## config.mk

```make
export PLATFORM = sky130hd
export DESIGN_NAME = gol_window_feeder
export DESIGN_NICKNAME = d
export VERILOG_FILES = /design/src/rtl/gol_window_feeder.sv
export SDC_FILE = /design/constraint.sdc
export NUM_CORES = 1
export LEC_CHECK = 0
export BUFFER_PORTS_ARGS = -buffer_cell sky130_fd_sc_hd__buf_2
export CORE_UTILIZATION = 30
export CTS_CLUSTER_DIAMETER = 100
export DETAILED_ROUTE_END_ITERATION = 10
export REMOVE_ABC_BUFFERS = 1
export SLEW_MARGIN = 10
export SYNTH_ARGS = -nofsm -noshare
export SYNTH_HDL_FRONTEND = slang
export SYNTH_SLANG_ARGS = --single-unit
export TNS_END_PERCENT = 10
```

## constraint.sdc

```tcl
create_clock -name clk -period 5.3 [get_ports clk]
set_clock_uncertainty 0.1 [all_clocks]
set_input_delay 0.265 -clock clk [delete_from_list [all_inputs] [get_ports clk]]
set_output_delay 0.265 -clock clk [all_outputs]
set_load 0.05 [all_outputs]
```

## src/rtl/gol_window_feeder.sv

```systemverilog
// Raster-stream window feeder for the game-of-life cell: turns a serial
// board image into (centre, 8-neighbour) words with zero padding at the edges.
`timescale 1ns/1ps
module gol_window_feeder #(
  parameter int WIDTH  = 8,
  parameter int HEIGHT = 8,
  parameter int XW     = $clog2(WIDTH),
  parameter int YW     = $clog2(HEIGHT)
) (
  input  logic          clk,
  input  logic          rst_n,
  input  logic          clear,
  input  logic          in_valid,
  output logic          in_ready,
  input  logic          in_cell,
  output logic          out_valid,
  input  logic          out_ready,
  output logic [7:0]    out_neighbors,
  output logic          out_center,
  output logic [XW-1:0] out_x,
  output logic [YW-1:0] out_y,
  output logic          out_last
);

  // The window spans 2*WIDTH+3 samples; the newest one is the incoming
  // sample itself, so only 2*WIDTH+2 need to be stored.
  localparam int HL   = 2*WIDTH + 2;
  localparam int NPIX = WIDTH*HEIGHT;
  localparam int CW   = $clog2(NPIX + 1);

  localparam logic [1:0] S_FILL  = 2'd0;
  localparam logic [1:0] S_RUN   = 2'd1;
  localparam logic [1:0] S_FLUSH = 2'd2;

  logic [1:0]    state;
  logic [HL-1:0] hist;      // hist[0] = most recent stored sample
  logic [CW-1:0] cnt;       // sample index in FILL/RUN, flush step in FLUSH
  logic [XW-1:0] nx;        // coordinate of the next word to load
  logic [YW-1:0] ny;

  logic       advance, accept, step, load, samp, at_l, at_r;
  logic [7:0] nb;

  // Handshake, sample source and window tap selection
  always_comb begin
    advance  = !out_valid || out_ready;
    in_ready = 1'b0;
    case (state)
      S_FILL:  in_ready = 1'b1;
      S_RUN:   in_ready = advance;
      default: in_ready = 1'b0;
    endcase
    accept = in_valid && in_ready;
    step   = accept || (state == S_FLUSH && advance);
    load   = (state == S_RUN && accept) || (state == S_FLUSH && advance);
    samp   = (state == S_FLUSH) ? 1'b0 : in_cell;
    at_l   = (nx == '0);
    at_r   = (nx == XW'(WIDTH-1));
    // Centre sits WIDTH+1 samples behind the incoming one.
    nb[0]  = hist[2*WIDTH+1] & !at_l;   // NW
    nb[1]  = hist[2*WIDTH];             // N
    nb[2]  = hist[2*WIDTH-1] & !at_r;   // NE
    nb[3]  = hist[WIDTH+1]   & !at_l;   // W
    nb[4]  = hist[WIDTH-1]   & !at_r;   // E
    nb[5]  = hist[1]         & !at_l;   // SW
    nb[6]  = hist[0];                   // S
    nb[7]  = samp            & !at_r;   // SE
  end

  // Frame sequencing: FILL primes the line buffers, RUN streams, FLUSH
  // pushes zeros to complete the last row, then history is wiped.
  always_ff @(posedge clk or negedge rst_n) begin
    if (!rst_n) begin
      state <= S_FILL;
      hist  <= '0;
      cnt   <= '0;
    end else if (clear) begin
      state <= S_FILL;
      hist  <= '0;
      cnt   <= '0;
    end else begin
      if (step) hist <= {hist[HL-2:0], samp};
      case (state)
        S_FILL: if (accept) begin
          cnt <= cnt + 1'b1;
          if (cnt == CW'(WIDTH)) state <= S_RUN;
        end
        S_RUN: if (accept) begin
          if (cnt == CW'(NPIX-1)) begin
            state <= S_FLUSH;
            cnt   <= '0;
          end else begin
            cnt <= cnt + 1'b1;
          end
        end
        default: if (advance) begin
          if (cnt == CW'(WIDTH)) begin
            state <= S_FILL;
            cnt   <= '0;
            hist  <= '0;
          end else begin
            cnt <= cnt + 1'b1;
          end
        end
      endcase
    end
  end

  // Output word register with raster coordinate tracking
  always_ff @(posedge clk or negedge rst_n) begin
    if (!rst_n) begin
      out_valid     <= 1'b0;
      out_neighbors <= '0;
      out_center    <= 1'b0;
      out_x         <= '0;
      out_y         <= '0;
      out_last      <= 1'b0;
      nx            <= '0;
      ny            <= '0;
    end else if (clear) begin
      out_valid     <= 1'b0;
      out_neighbors <= '0;
      out_center    <= 1'b0;
      out_x         <= '0;
      out_y         <= '0;
      out_last      <= 1'b0;
      nx            <= '0;
      ny            <= '0;
    end else if (load) begin
      out_valid     <= 1'b1;
      out_neighbors <= nb;
      out_center    <= hist[WIDTH];
      out_x         <= nx;
      out_y         <= ny;
      out_last      <= at_r && (ny == YW'(HEIGHT-1));
      if (at_r) begin
        nx <= '0;
        ny <= (ny == YW'(HEIGHT-1)) ? '0 : ny + YW'(1);
      end else begin
        nx <= nx + XW'(1);
      end
    end else if (out_ready) begin
      out_valid <= 1'b0;
    end
  end

endmodule

```

* Yosys cells after proc, flatten, opt, wreduce, memory -nomap -nowiden
Index checks and enable logic that the tools add are counted.
Operators by class: add/sub/neg operators 3, equal/unequal tests 10, muxes and demuxes 42, bitwise gates (word level) 6, reduce and logical (&&, ||, !) cells 21
Operator list (count):
- two-way mux 18 bit | 5
- two-way mux 7 bit | 6
- two-way mux 3 bit | 11
- two-way mux 8 bit | 2
- two-way mux 2 bit | 7
- case mux 7 bit (2 select lines) | 1
- != test 3 bit, second input constant | 3
- two-way mux 1 bit | 8
- adder 7 x 1 -> 7 bit, second input constant | 1
- equality test 7 x 4 -> 1 bit, second input constant | 1
- equality test 7 x 6 -> 1 bit, second input constant | 1
- adder 3 x 1 -> 3 bit, second input constant | 2
- bitwise AND 1 bit | 6
- equality test 3 bit, second input constant | 2
- AND reduction 6 bit | 1
- nonzero test 3 bit | 2
- logical AND 1 bit | 4
- case mux 2 bit (2 select lines) | 1
- nonzero test 2 bit | 2
- nonzero test 4 bit | 1
- logical NOT 1 bit | 3
- logical NOT 3 bit | 1
- logical OR 1 bit | 3
- != test 3 x 2 -> 1 bit, second input constant | 1
- other kinds (7) | 7
Word-level totals: bits in registers 50, bits of input ports 6, output and inout bits 18, logic and storage cells 93

* Logic depth before layout (Yosys ltp)
Gate-level depths: netlist (run 1).
depth in word-level cells 10, depth in mapped cells 8, mapped depth without buffers 6

* Worst setup path after synthesis (run 1)
No wires, ideal clock.
kind register to output, from register out_valid, to output port in_ready, data arrival time 1.667 ns, slack 3.268 ns, stages on the path, launching flop included 3, cell sequence dfrtp_1 -> and2b_1 -> a21oi_1
Between the ends: cells in the longest elaborated chain, start to end 3
Ends and longest elaborated chain:
- start: declaration | RTL line 16 | output logic out_valid,
- start signal: assignment | RTL line 112 | out_valid <= 1'b0;
- start signal: assignment | RTL line 121 | out_valid <= 1'b0;
- start signal: assignment | RTL line 130 | out_valid <= 1'b1;
- logical NOT 1 bit | RTL line 46 | advance = !out_valid || out_ready;
- logical OR 1 bit | RTL line 46
- case mux 1 bit (2 select lines) | RTL line 48 | case (state)
- end: declaration | RTL line 14 | output logic in_ready,
Every way passes these cells.

* Worst setup path after layout (run 1)
from register cnt[0], to register hist[17]
Between the ends: cells in the longest elaborated chain, start to end 5
Ends and longest elaborated chain:
- start: declaration | RTL line 37 | logic [CW-1:0] cnt;
- start signal: assignment | RTL line 85 | cnt <= cnt + 1'b1;
- start signal: assignment | RTL line 93 | cnt <= cnt + 1'b1;
- start signal: assignment | RTL line 102 | cnt <= cnt + 1'b1;
- equality test 7 x 4 -> 1 bit | RTL line 97 | if (cnt == CW'(WIDTH)) begin
- two-way mux 18 bit | RTL line 97
- two-way mux 18 bit | RTL line 96 | default: if (advance) begin
- two-way mux 18 bit | RTL line 83 | case (state)
- two-way mux 18 bit | RTL line 77 | end else if (clear) begin
- end signal: assignment | RTL line 82 | if (step) hist <= {hist[HL-2:0], samp};
- end: declaration | RTL line 36 | logic [HL-1:0] hist;
Every way passes these cells. A chain may end at the register's enable or synchronous reset.

==> results.sh, run 1 <==
export IMPL_synthArstFlopShare_pct=100
export IMPL_grt_pass1_vias=1811
export IMPL_core_um2=7890
export IMPL_place_area_um2=2640
export IMPL_p_int_uw=489
export IMPL_holdCritPathClass="input port to flip-flop"
export IMPL_cts_sinks=50
export IMPL_pwr_share_seq_pct=59.1
export IMPL_dr_pass1_iters=4
export IMPL_ctsRootBufferMaster="clkbuf_8"
export IMPL_drt_iter0_markers=213
export IMPL_cp_max_fo=19
export IMPL_place_ws_ns=2.99
export IMPL_area_growth_pct=9.66
export IMPL_ios=24
export IMPL_die_w_um=93.3
export IMPL_ys_seq_area_share_pct=50.1
export IMPL_max_slew_margin_pct=40.9
export IMPL_rsz0062_at_grt="no"
export IMPL_place_gp_congestion=0.813
export IMPL_vias=1960
export IMPL_die_area_um2=8700
export IMPL_cts_resized_gates=0
export IMPL_synth_area_per_cell_um2=9.69
export IMPL_ys_dominant_reg_cell="dfrtp_1"
export IMPL_grt_overflow_total=0
export IMPL_power_uw=654
export IMPL_place_hpwl_um=3300
export IMPL_synth_area_leaders="dfrtp_1 (50%), a21oi_1 (6.8%), nand3_1 (6.0%), nand2_1 (5.6%), a21oi_2 (3.9%)"
export IMPL_final_nets=286
export IMPL_grt_use_total_pct=12.9
export IMPL_postLayoutCellArea_um2=2740
export IMPL_vdd_drop_max_mv=0.0975
export IMPL_ys_ff_latch=50
export IMPL_p_switching_uw=166
export IMPL_cp_data_arrival_time_ns=2.35
export IMPL_synthCells=258
export IMPL_antenna_left=0
export IMPL_end_kind="flip-flop"
export IMPL_routed_wl_um=5210
export IMPL_holdPathStages=3
export IMPL_yosys_warnings=0
export IMPL_finalSetupViolCount=0
export IMPL_synth_cell_types=45
export IMPL_critPathKind="flip-flop to flip-flop"
export IMPL_layout_drive_gt1_share_pct=18.2
export IMPL_tightestPinTransition_ns=0.886
export IMPL_wl_per_cell_um=13.9
export IMPL_cts_buffers=5
export IMPL_fin_setup_tns_ns=0
export IMPL_clkLatencyLatePin_ns=0.31
export IMPL_setup_ws_ns=3.02
export IMPL_std_cell_rows=32
export IMPL_drv_slew=0
export IMPL_vias_per_cell=5.21
export IMPL_pwr_share_comb_pct=5.4
export IMPL_yosysTopAreaCellShare_pct=50.1
export IMPL_clockBufferDepth=2
export IMPL_start_util_pct=31.7
export IMPL_antenna_cells=0
export IMPL_start_kind="flip-flop"
export IMPL_power_density_nw_per_um2=239
export IMPL_clkSlewWorstSetupHoldPaths_ns=0.10
export IMPL_maxCapViolations=0
export IMPL_leakage_uw=0.00115
export IMPL_fp_dieH_um=93.3
export IMPL_fmax_ghz=0.438
export IMPL_cts_tree="done"
export IMPL_worst_ep_required_time_ns=5.36
export IMPL_grt_first_pass_wirelength_um=9030
export IMPL_grt_max_degree=51
export IMPL_pwr_share_clk_pct=35.5
export IMPL_status="completed"
export IMPL_finalCriticalPeriod_ns=2.28
export IMPL_antenna_found_initial=0
export IMPL_numPortBuffers=23
export IMPL_yosys_area_top_type="dfrtp_1"
export IMPL_rr_worst_depth=6
export IMPL_switching_share_pct=25.3
export IMPL_syn_cell_area_um2=2500
export IMPL_drc=0
export IMPL_hold_viol=0
export IMPL_fin_crit_sh_pct=43.1
export IMPL_htree_levels=2
export IMPL_synth_edf_count=0
power by group through the flow:
stage / logic, µW / clock network, µW / registers, µW
floorplan: 16.2 / 0 / 394
global placement: 35.1 / 0 / 394
detailed placement: 35.7 / 0 / 394
CTS: 36.3 / 241 / 387
global route: 40.9 / 259 / 387
finish: 35.5 / 232 / 387
state kept, by name, summed over array words and instances, names as in the netlist:
signal,cells
ny,3
out_y,3
out_x,3
nx,3
out_last,1
hist,18
out_neighbors,8
out_valid,1
out_center,1
cnt,7
state,2
path summary, 6_finish.rpt:
| check | endpoint | slack (ns) | from |
|---|---|---|---|
| worst max-delay path | hist[17] | 3.02 | cnt[0] |
| worst min-delay path | hist[0] | 0.16 | in_cell |
| worst max register to register | hist[17] | 3.02 | cnt[0] |
| worst min register to register | out_y[2] | 0.42 | out_y[2] |
| max in group asynchronous | out_y[1] | 4.18 | rst_n |
| min in group asynchronous | out_x[2] | 0.48 | rst_n |
per-layer routing:
layer	share of wire, %	track usage [%]	vias to the layer above
li1	-	-	961
met1	50	17.9	961
met2	46	20.2	31
met3	3.4	2.76	7
met4	1.2	3.85	0
met5	0	0	-
cell usage after synthesis (2+ instances only):
cell type	instances
a21oi_1	34
a21oi_2	11
a31oi_1	3
and2b_1	2
buf_2	8
buf_4	2
buf_6	2
clkbuf_1	4
dfrtp_1	50
ha_1	7
inv_1	8
nand2_1	37
nand2b_1	3
nand3_1	30
nand3b_1	3
nand4_1	3
o211ai_1	3
o21ai_0	19
or3_1	2
or4b_1	2
kinds of logic (layout without fill, tap and decap cells):
group | count (synthesis) | count (layout) | share of synthesized area (%)
buf+inv | 25 | 41 | 5.71
fa+ha+maj | 7 | 7 | 3.50
compound gates | 84 | 84 | 20.8
flops | 50 | 50 | 50.1
simple gates | 92 | 92 | 20.0
through the flow:
step | hold slack [ns] | utilization, % | std cells
final | 0.160 | 34.8 | 376
after global routing | 0.160 | 34.8 | 376
after CTS | 0.159 | 34.8 | 376
after detailed placement | 0.319 | 33.4 | 367
after global placement | 0.319 | 33.4 | 367
after floorplan | -0.131 | - | 241
worst max-delay path: stages (launching register included):
cell,delay (ns)
dfrtp_1,0.43
inv_1,0.07
ha_1,0.14
nor4bb_4,0.33
nor3b_2,0.24
a31o_1,0.74
a21oi_1,0.09
timing repair:
action | CTS | global route
setup buffers | 0 | 0
endpoints found under the hold margin | 50 | 0
hold buffers | 1 | 0
area by class of cell:
cell class | instances | area (µm²)
Clock buffer | 5 | 68.8
Clock inverter | 3 | 25.0
Fill cell | 798 | 5150
Inverter | 8 | 30.0
Multi-Input combinational cell | 183 | 1110
Sequential cell | 50 | 1250
Tap cell | 102 | 128
Timing Repair Buffer | 25 | 133
cells in the final DEF, fill, tap and decap left out, types with 2 or more instances in the layout:
master    netlist  routed
nand4_1         3       3
nand2b_1        3       3
buf_2           8      23
o211ai_1        3       3
o21ai_0        19      19
nand3_1        30      30
and2b_1         2       2
dfrtp_1        50      50
a21oi_2        11      11
or3_1           2       2
inv_1           8       8
a31oi_1         3       3
or4b_1          2       2
a21oi_1        34      34
nand3b_1        3       3
ha_1            7       7
clkbuf_8        0       5
nand2_1        37      37
(Power assumes the default switching activity.)
==> inputs of run 2 (changes only) <==
==> constraint.sdc (replaced) <==
create_clock -name clk -period 1.99 [get_ports clk]
set_clock_uncertainty 0.1 [all_clocks]
set_input_delay 0.0995 -clock clk [delete_from_list [all_inputs] [get_ports clk]]
set_output_delay 0.0995 -clock clk [all_outputs]
set_load 0.05 [all_outputs]
==> results.sh, run 2 (synthesized netlist as in run 1, its figures left out) <==
export IMPL_final_nets=299
export IMPL_die_w_um=93.3
export IMPL_holdCritPathClass="input port to flip-flop"
export IMPL_area_growth_pct=14.7
export IMPL_start_kind="flip-flop"
export IMPL_dp_cells=380
export IMPL_ios=24
export IMPL_top_register="hist"
export IMPL_finalSetupViolCount=0
export IMPL_maxCapViolations=0
export IMPL_grt_max_degree=27
export IMPL_place_hpwl_um=3710
export IMPL_die_area_um2=8700
export IMPL_routed_wl_um=5470
export IMPL_fp_dieH_um=93.3
export IMPL_place_area_um2=2750
export IMPL_end_kind="flip-flop"
export IMPL_cts_sinks=50
export IMPL_cts_tree="done"
export IMPL_hold_viol=0
export IMPL_largest_reg_flops=18
export IMPL_place_ws_ns=0.117
export IMPL_clockBufferDepth=2
export IMPL_layout_common_cells="dfrtp_1 (50), nand2_1 (37), a21oi_1 (34)"
export IMPL_cts_buffers=5
export IMPL_setup_ws_ns=0.178
export IMPL_antenna_found_initial=0
export IMPL_drv_slew=0
export IMPL_critical_path_max_stage_delay_ns=0.47
export IMPL_post_cts_buffers=0
export IMPL_power_density_nw_per_um2=644
export IMPL_start_util_pct=31.7
export IMPL_numPortBuffers=23
export IMPL_antenna_left=0
export IMPL_core_um2=7890
export IMPL_multi_input_area_um2=1110
export IMPL_antenna_cells=0
export IMPL_layout_drive_gt1_share_pct=22.0
export IMPL_ctsRootBufferMaster="clkbuf_8"
export IMPL_fin_setup_tns_ns=0
export IMPL_cts_resized_gates=0
export IMPL_cp_max_fo=5
export IMPL_cp_data_arrival_time_ns=1.96
export IMPL_fill_cells=781
export IMPL_critPathKind="flip-flop to flip-flop"
export IMPL_register_area_um2=1250
export IMPL_drc=0
export IMPL_wl_per_cell_um=14.1
export IMPL_std_cell_rows=32
export IMPL_rsz0062_at_grt="no"
export IMPL_vias_per_cell=5.11
export IMPL_drt_iter0_markers=107
export IMPL_vdd_drop_max_mv=0.266
export IMPL_cpMaxStageDelayCell="or4b_1"
export IMPL_leakage_uw=0.00123
export IMPL_max_slew_margin_pct=59.3
export IMPL_grt_first_pass_wirelength_um=9260
export IMPL_reg_largest_list="hist x18, out_neighbors x8, cnt x7"
export IMPL_tightestPinTransition_ns=0.611
export IMPL_clkSlewWorstSetupHoldPaths_ns=0.09
export IMPL_grt_overflow_total=0
export IMPL_fmax_ghz=0.552
export IMPL_worst_ep_required_time_ns=2.14
export IMPL_grt_pass1_vias=1872
export IMPL_layout_commonest_cell="dfrtp_1"
export IMPL_cp_cell_sequence="inv_1 > ha_1 > nor4bb_4 > a21oi_1 > or4b_1 > nand2_1"
export IMPL_grt_use_total_pct=13.5
export IMPL_dr_pass1_iters=4
export IMPL_clkLatencyLatePin_ns=0.31
export IMPL_place_gp_congestion=0.787
export IMPL_postLayoutCellArea_um2=2870
export IMPL_vias=1987
export IMPL_finalNonFillerCells=389
export IMPL_status="completed"
export IMPL_fin_crit_sh_pct=91.0
export IMPL_finalCriticalPeriod_ns=1.81
export IMPL_fin_util_pct=36.3
export IMPL_htree_levels=2
run 2: what timing repair did:
| action | in CTS | in global routing |
|---|---|---|
| endpoints found under the setup margin | 0 | 13 |
| hold endpoints to repair | 50 | 0 |
| hold buffers | 1 | 0 |
run 2: layer usage:
layer	up-vias	global-route usage, %	part of all wire [%]
met2	28	20.6	47
met1	975	18.6	48
met3	4	3.41	3.9
met4	0	4.23	1.0
met5	-	0	0
li1	980	-	-
run 2: per-stage QoR:
step                      hold WS, ns  power (µW)
after floorplan                -0.296        1090
after global placement         -0.148        1150
after detailed placement       -0.140        1160
after CTS                      0.0110        1860
after global routing           0.0282        1920
final                          0.0134        1850
run 2: worst max-delay path: cells and delay by family (launching register included):
family | cells | cell delay [ns]
DFF | 1 | 0.41
adders and majority gates | 1 | 0.19
buffers and inverters | 1 | 0.06
and+or+nand+nor | 3 | 0.70
AOI/OAI and AO/OA | 1 | 0.29
run 2: where the power goes:
part	internal, µW	leakage (µW)	switching, µW
Combinational	33.1	0.000473	73.0
Sequential	1020	0.000696	7.33
Clock	370	0.0000579	340
run 2: final timing paths:
check                                 start  cells after the start                to  slack, ns
setup / recovery                     cnt[0]                      6            cnt[4]       0.18
hold / removal                      in_cell                      3           hist[0]       0.01
setup reg to reg                     cnt[0]                      6            cnt[4]       0.18
hold reg to reg            out_neighbors[5]                      2  out_neighbors[5]       0.42
max in group asynchronous             rst_n                      3          hist[14]       1.13
min in group asynchronous             rst_n                      2             nx[1]       0.06
run 2: area by class of cell:
cell class / instances / share of cell area (%)
sequential: 50 / 43.6
multi-input combinational: 183 / 38.6
timing repair buffer: 38 / 8.47
tap: 102 / 4.45
clock buffer: 5 / 2.40
clock inverter: 3 / 1.40
inverter: 8 / 1.05
